[src/rtl/signed_mult_pkg.sv]
// Shared definitions for the signed shift-add multiplier: state encoding and default width.
package signed_mult_pkg;

  localparam int unsigned W_DEFAULT = 8;

  localparam logic [2:0] ST_IDLE = 3'd0;
  localparam logic [2:0] ST_LOAD = 3'd1;
  localparam logic [2:0] ST_RUN  = 3'd2;
  localparam logic [2:0] ST_FIX  = 3'd3;
  localparam logic [2:0] ST_DONE = 3'd4;

  typedef enum logic [2:0] {
    S_IDLE = ST_IDLE,
    S_LOAD = ST_LOAD,
    S_RUN  = ST_RUN,
    S_FIX  = ST_FIX,
    S_DONE = ST_DONE
  } state_e;

endpackage

[src/rtl/signed_mult_dp.sv]
// Multiplier datapath: operand capture, magnitudes, shift-add accumulator and final sign fix.
module signed_mult_dp
  import signed_mult_pkg::*;
#(
  parameter int unsigned W  = W_DEFAULT,
  parameter int unsigned CW = 3
) (
  input  logic            clk,
  input  logic            rst_n,
  input  logic            capture,
  input  logic            load,
  input  logic            step,
  input  logic            fix,
  input  logic [W-1:0]    a,
  input  logic [W-1:0]    b,
  input  logic [CW-1:0]   cnt,
  output logic [2*W-1:0]  product
);

  localparam int unsigned PW = 2 * W;

  logic [W-1:0]  a_q, b_q;
  logic [W-1:0]  mag_a_q, mag_b_q;
  logic          neg_q;
  logic [PW-1:0] acc_q, product_q;
  logic [W-1:0]  mag_a_c, mag_b_c;
  logic [PW-1:0] addend_c;

  // |-2^(W-1)| wraps back to 2^(W-1), which is exactly right as an unsigned magnitude.
  always_comb begin
    mag_a_c  = a_q[W-1] ? ((~a_q) + W'(1)) : a_q;
    mag_b_c  = b_q[W-1] ? ((~b_q) + W'(1)) : b_q;
    addend_c = PW'(mag_a_q) << cnt;
  end

  always_ff @(posedge clk or negedge rst_n) begin
    if (!rst_n) begin
      a_q       <= '0;
      b_q       <= '0;
      mag_a_q   <= '0;
      mag_b_q   <= '0;
      neg_q     <= 1'b0;
      acc_q     <= '0;
      product_q <= '0;
    end else begin
      if (capture) begin
        a_q <= a;
        b_q <= b;
      end
      if (load) begin
        mag_a_q <= mag_a_c;
        mag_b_q <= mag_b_c;
        neg_q   <= a_q[W-1] ^ b_q[W-1];
        acc_q   <= '0;
      end
      if (step) begin
        if (mag_b_q[0]) acc_q <= acc_q + addend_c;
        mag_b_q <= mag_b_q >> 1;
      end
      if (fix) product_q <= neg_q ? ((~acc_q) + PW'(1)) : acc_q;
    end
  end

  assign product = product_q;

endmodule

[src/rtl/signed_mult_ctrl.sv]
// Sequencer for the iterative signed multiplier: FSM, bit counter and busy/done status.
module signed_mult_ctrl
  import signed_mult_pkg::*;
#(
  parameter int unsigned W = W_DEFAULT
) (
  input  logic           clk,
  input  logic           rst_n,
  input  logic           start,
  input  logic [W-1:0]   a,
  input  logic [W-1:0]   b,
  output logic           busy,
  output logic           done,
  output logic [2*W-1:0] product
);

  localparam int unsigned CW = (W > 1) ? $clog2(W) : 1;

  state_e        state_q, state_d;
  logic [CW-1:0] cnt_q, cnt_d;
  logic          busy_d, done_d;
  logic          capture_c, load_c, step_c, fix_c;

  always_ff @(posedge clk or negedge rst_n) begin
    if (!rst_n) begin
      state_q <= S_IDLE;
      cnt_q   <= '0;
      busy    <= 1'b0;
      done    <= 1'b0;
    end else begin
      state_q <= state_d;
      cnt_q   <= cnt_d;
      busy    <= busy_d;
      done    <= done_d;
    end
  end

  // Status flags are decoded from the next state so they line up with the registered state.
  always_comb begin
    state_d   = state_q;
    cnt_d     = cnt_q;
    capture_c = 1'b0;
    load_c    = 1'b0;
    step_c    = 1'b0;
    fix_c     = 1'b0;
    case (state_q)
      S_IDLE: begin
        if (start) begin
          capture_c = 1'b1;
          state_d   = S_LOAD;
        end
      end
      S_LOAD: begin
        load_c  = 1'b1;
        cnt_d   = '0;
        state_d = S_RUN;
      end
      S_RUN: begin
        step_c = 1'b1;
        if (cnt_q == CW'(W - 1)) state_d = S_FIX;
        else                     cnt_d   = cnt_q + CW'(1);
      end
      S_FIX: begin
        fix_c   = 1'b1;
        state_d = S_DONE;
      end
      S_DONE:  state_d = S_IDLE;
      default: state_d = S_IDLE;
    endcase
    busy_d = (state_d == S_LOAD) || (state_d == S_RUN) || (state_d == S_FIX);
    done_d = (state_d == S_DONE);
  end

  signed_mult_dp #(.W(W), .CW(CW)) u_dp (
    .clk     (clk),
    .rst_n   (rst_n),
    .capture (capture_c),
    .load    (load_c),
    .step    (step_c),
    .fix     (fix_c),
    .a       (a),
    .b       (b),
    .cnt     (cnt_q),
    .product (product)
  );

endmodule

[config.mk]
export PLATFORM = sky130hd
export DESIGN_NAME = signed_mult_ctrl
export DESIGN_NICKNAME = d
export VERILOG_FILES = /design/src/rtl/signed_mult_pkg.sv /design/src/rtl/signed_mult_dp.sv /design/src/rtl/signed_mult_ctrl.sv
export SDC_FILE = /design/constraint.sdc
export NUM_CORES = 1
export LEC_CHECK = 0
export BUFFER_PORTS_ARGS = -buffer_cell sky130_fd_sc_hd__buf_2
export CAP_MARGIN = 10
export CORE_MARGIN = 1.5
export CORE_UTILIZATION = 39
export CTS_CLUSTER_DIAMETER = 80
export DETAILED_ROUTE_END_ITERATION = 8
export HOLD_SLACK_MARGIN = 0.05
export PLACE_DENSITY = 0.57
export SLEW_MARGIN = 10
export SYNTH_ARGS = -nofsm -noshare
export SYNTH_HDL_FRONTEND = slang
export SYNTH_SLANG_ARGS = --single-unit
export TNS_END_PERCENT = 50
[constraint.sdc]
create_clock -name clk -period 4.4 [get_ports clk]
set_input_delay 0.22 -clock clk [delete_from_list [all_inputs] [get_ports clk]]
set_output_delay 0.22 -clock clk [all_outputs]
set_load 0.005 [all_outputs]
**Yosys cells after proc, flatten, opt, wreduce, memory -nomap -nowiden**

Index checks and enable logic that the tools add are counted.

- Bits in registers: 73
- Input bits: 19
- Word-level logic and storage cells: 54
- Output and inout port bits: 18

- Shift operators: 1
- Bitwise logic cells: 4
- Add/subtract/negate cells: 5
- Mux-type cells: 18
- Reductions and logical operators: 6
- Eq/ne operators: 9

Operators with widths:

| operator | number |
|---|---|
| $mux W16 | 4 |
| $mux W8 | 4 |
| $add A16 B1 Y16 const B | 1 |
| $add A16 B16 Y16 | 1 |
| $add A8 B1 Y8 const B | 2 |
| $not A16 Y16 | 1 |
| $not A8 Y8 | 2 |
| $shl A8 B3 Y16 | 1 |
| $eq A3 B2 Y1 const B | 4 |
| $pmux W3 S4 | 1 |
| $mux W3 | 3 |
| $eq A3 B1 Y1 const B | 2 |
| $eq A3 B3 Y1 const B | 2 |
| $pmux W3 S2 | 1 |
| $mux W1 | 5 |
| $reduce_bool A2 Y1 | 2 |
| $add A3 B1 Y3 const B | 1 |
| $logic_not A3 Y1 | 1 |
| $logic_or A1 B1 Y1 | 2 |
| $ne A2 B2 Y1 const B | 1 |
| $reduce_and A2 Y1 | 1 |
| $xor A1 B1 Y1 | 1 |

**Logic depth before layout (Yosys ltp)**

- Word-level depth: 6
- Depth in mapped cells: 12
- Gate-level depth less buffers: 11

**Modules after synthesis**

A second synthesis with hierarchy kept.

- Cell total of the unflattened synthesis: 475
- Area total of the unflattened synthesis: 4479.3 um^2

Modules (own cells, without submodules):

| module | area an instance (um^2) | instances | seq. area each (um^2) | cells an instance |
|---|---|---|---|---|
| signed_mult_dp | 4068.9 | 1 | 1626.6 | 438 |
| signed_mult_ctrl | 410.4 | 1 | 200.2 | 37 |

**Least setup slack after synthesis**

Ideal clock, no wire load.

- Path type: register to register
- From: register cnt_q[1]
- To: register u_dp.acc_q[12]
- Arrival: 2.604 ns
- Setup time: 0.120 ns
- Setup slack: 1.676 ns
- Path buffers: 2
- Stages on the path, launching flop included: 12
- Clock period less this slack: 2.724 ns
- Path through: dfrtp_1 -> clkbuf_1 -> clkbuf_1 -> mux2i_1 -> o21ai_0 -> and2_1 -> ha_1 -> a21oi_1 -> o22ai_1 -> o2111ai_1 -> a21o_1 -> a31o_1

- Word-level cells in the longest chain between the ends: 4

Ends and longest elaborated chain:

| what | line | source |
|---|---|---|
| start: declaration | signed_mult_ctrl.sv:20 | `logic [CW-1:0] cnt_q, cnt_d;` |
| start signal: assignment | signed_mult_ctrl.sv:32 | `cnt_q <= cnt_d;` |
| $shl A8 B3 Y16 | signed_mult_dp.sv:33 | `addend_c = PW'(mag_a_q) << cnt;` |
| $add A16 B16 Y16 | signed_mult_dp.sv:57 | `if (mag_b_q[0]) acc_q <= acc_q + addend_c;` |
| $mux W16 | signed_mult_dp.sv:57 |  |
| $mux W16 | signed_mult_dp.sv:56 | `if (step) begin` |
| end signal: assignment | signed_mult_dp.sv:57 |  |
| end: declaration | signed_mult_dp.sv:25 | `logic [PW-1:0] acc_q, product_q;` |

No other way between the ends.
A chain may end at the register's enable or synchronous reset.

**Worst setup path after layout**

Same ends and word-level chain as after synthesis.

==> impl_metrics.py <==
metrics = {
    "global_route": {
        "grt_pass1_wl_um": 15350,
        "gr-total-overflow": 0,
        "grt_antenna_before_repair": 0,
        "grt_max_degree": 57,
        "grtUsageTotal_pct": 16.31,
        "grt_pass1_vias": 3277,
    },
    "min_path": {
        "holdCritPathClass": "primary input to flop",
    },
    "clock_tree": {
        "clk_path_buf_depth": 2,
        "htree_levels": 3,
        "clk_latency_ns": 0.33,
        "tritoncts": "yes",
        "cts_root_buf": "clkbuf_16",
        "cts_resized": 0,
        "numCtsBuffers": 9,
        "clkSinkCount": 73,
        "clk_pin_slew_ns": 0.07,
    },
    "route": {
        "drt-total-wl_um": 8966,
        "firstDrtPassIters": 4,
        "drtIter0Drc": 169,
        "avgRoutedWirePerCell_um": 13.75,
        "vias_per_cell": 5.324,
        "ant_nets": 0,
        "drc": 0,
        "dr_total_vias": 3471,
    },
    "sta": {
        "finalCritPeriodShare_pct": 66.68,
        "tns_ns": 0,
        "setup_violations": 0,
        "rsz0062_at_grt": "false",
        "layout_setup_ws_ns": 1.466,
        "clock_skew_ns": 0.009027,
        "max_slew.worst_pin.slew_ns": 0.9525,
        "holdWs_ns": 0.08815,
        "hold_violations": 0,
        "slew_viol_final": 0,
        "finalCriticalPeriod_ns": 2.934,
        "relSlewSlack_pct": 36.35,
        "fmax_ghz": 0.3409,
    },
    "finish": {
        "drive_gt1_share_pct": 13.28,
        "final_common_cell": "dfrtp_1",
        "synthToLayoutAreaGrowth_pct": 14.28,
        "layout_common_cells": "dfrtp_1, nand2_1, o21ai_0",
        "utilization_pct": 45.96,
        "nets": 547,
        "diodes": 0,
    },
    "setup_path": {
        "crit_type": "flop to flop",
        "worstPathArrival_ns": 3.15,
        "path_delay_family": "compound AO/OA/AOI/OAI gates",
        "path_buf_inv": 0,
        "worst_setup_path_end_kind": "flop",
        "startpoint_type": "flop",
        "worst-path-max-fanout": 16,
        "crit_slowest_cell": "dfrtp_1",
        "max_stage_delay_ns": 0.67,
        "crit_required_ns": 4.62,
        "crit_chain": "mux2_2, o21ai_0, mux2i_1, ha_1, a21oi_1, nand3b_1, o2111ai_1, nand3_1, a31o_1",
    },
    "power_and_ir_drop": {
        "power_density_nw_per_um2": 737.8,
        "peakVddDrop_uv": 290.2,
        "power_leakage_nw": 2.306,
    },
    "yosys": {
        "syn_nets": 518,
        "seq_area_frac_synth_pct": 41.54,
        "ys_types": 56,
        "yosysTopAreaCell": "dfrtp_1",
        "synth_seq_cells": 73,
        "synthesis.area_um2": 4398,
        "synthesis.instances": 478,
        "synthArstFlopShare_pct": 100.0,
        "postSynthAreaPerCell_um2": 9.201,
        "synth-edff-count": 0,
        "synth_area_leaders": "dfrtp_1, ha_1, nand2_1",
        "synthFlopType": "dfrtp_1",
        "synth.top_cell.area_share_pct": 41.54,
        "yosys_warnings": 0,
    },
    "placement": {
        "port_buffers": 36,
        "place_congestion": 0.8834,
        "preCtsSetupSlack_ns": 1.468,
        "dp_hpwl_um": 6654,
    },
    "die": {
        "num_rows": 38,
        "die-area_um2": 11920,
        "fp.coreArea_um2": 10940,
        "initial_core_util_pct": 40.22,
        "die_height_um": 109.2,
        "ioPinCount": 37,
        "die_x_um": 109.2,
    },
    "job": {
        "drv_cap": 0,
    },
    "run_status": {
        "status": "finished, final reports clean",
    },
}
==> registers in the layout, summed over array words and instances (netlist names) <==
| signal | count |
|---|---|
| u_dp.a_q | 8 |
| u_dp.neg_q | 1 |
| u_dp.mag_a_q | 8 |
| u_dp.mag_b_q | 8 |
| u_dp.acc_q | 16 |
| state_q | 3 |
| busy | 1 |
| done | 1 |
| u_dp.product | 16 |
| cnt_q | 3 |
| u_dp.b_q | 8 |
==> routing by layer <==
layer	track usage, %	vias up	part of all wire, %
li1	-	1775	-
met1	21.51	1606	48
met4	4.545	0	1.4
met3	3.228	10	4.5
met5	0	-	0
met2	27.19	80	46
==> worst reg2reg max path: cells and delay by family, from the launching register on <==
family,cells,cell delay (ns)
multiplexers,2,0.52
AND/OR/NAND/NOR,2,0.27
adder cells (fa/ha/maj),1,0.36
AO/OA/AOI/OAI,4,1.01
flip-flops,1,0.67
==> path summary, 6_finish.rpt <==
path                                             start                     endpoint  slack (ns)  depth (start not counted)
min                                               b[1]      u_dp.b_q[1]$_DFFE_PN0P_        0.09                          3
max reg2reg                       cnt_q[1]$_DFFE_PN0P_     u_dp.acc_q[12]$_DFF_PN0_        1.47                          9
max in group asynchronous                        rst_n  u_dp.mag_a_q[5]$_DFFE_PN0P_        3.01                          3
max                               cnt_q[1]$_DFFE_PN0P_     u_dp.acc_q[12]$_DFF_PN0_        1.47                          9
min reg2reg                u_dp.product[5]$_DFFE_PN0P_  u_dp.product[5]$_DFFE_PN0P_        0.47                          2
min in group asynchronous                        rst_n               done$_DFF_PN0_        0.34                          2
==> kinds of logic (layout without fill, tap and decap cells) <==
group           after synthesis  in the layout  synth area share (%)
mux                          29             29                 7.084
fa+ha+maj                    21             21                 6.145
flops                        73             73                 41.54
compound gates              132            132                 18.24
simple gates                150            150                 16.59
xor+xnor                     32             32                 6.373
buf+inv                      41             75                 4.040
==> metrics by stage <==
step / power, mW / cell area [um^2] / instances
after CTS: 3.746 / 5015 / 651
after detailed placement: 2.931 / 4678 / 634
after global routing: 4.066 / 5026 / 652
after global placement: 2.887 / 4678 / 634
after floorplan: 2.527 / 4398 / 478
final: 3.708 / 5026 / 652
==> synth_stat cells (2+ instances only) <==
library cell,number
a21oi_1,18
xor2_1,24
o22ai_1,5
a31oi_1,2
and3_1,3
a22oi_1,7
a21o_1,4
nand2b_1,4
clkbuf_1,20
o31ai_1,9
o41ai_1,2
nand2_1,61
nor2b_1,4
nand3b_1,4
a32oi_1,2
inv_1,16
or3_1,5
mux2i_1,12
mux2_2,7
nor3b_1,2
a211o_1,2
dfrtp_1,73
nor3_1,6
nor2_1,26
ha_1,20
xnor2_1,8
nand4_1,2
a211oi_1,5
o21ai_0,45
nand3_1,18
a221o_1,2
mux2_1,10
buf_6,3
o21ai_1,18
and2_1,3
nor4_1,4
o21bai_1,3
==> where the power goes <==
group	internal [mW]	switching, mW
clock	0.502	0.295
combinational	0.756	0.910
sequential	0.933	0.311
total	2.19	1.52
==> layout make-up <==
type | instances | area [um^2]
clock buffers | 9 | 225.2
clock inverters | 7 | 101.3
fillers | 1051 | 5909
inverters | 17 | 63.81
multi-input cells | 364 | 2402
flip-flops and latches | 73 | 1827
well taps | 140 | 175.2
repair buffers | 42 | 231.5
==> timing repair <==
action	4_1_cts	5_1_grt
setup buffers	0	0
hold buffers	1	0
endpoints found under the hold margin	17	0
(Power assumes the default switching activity.)
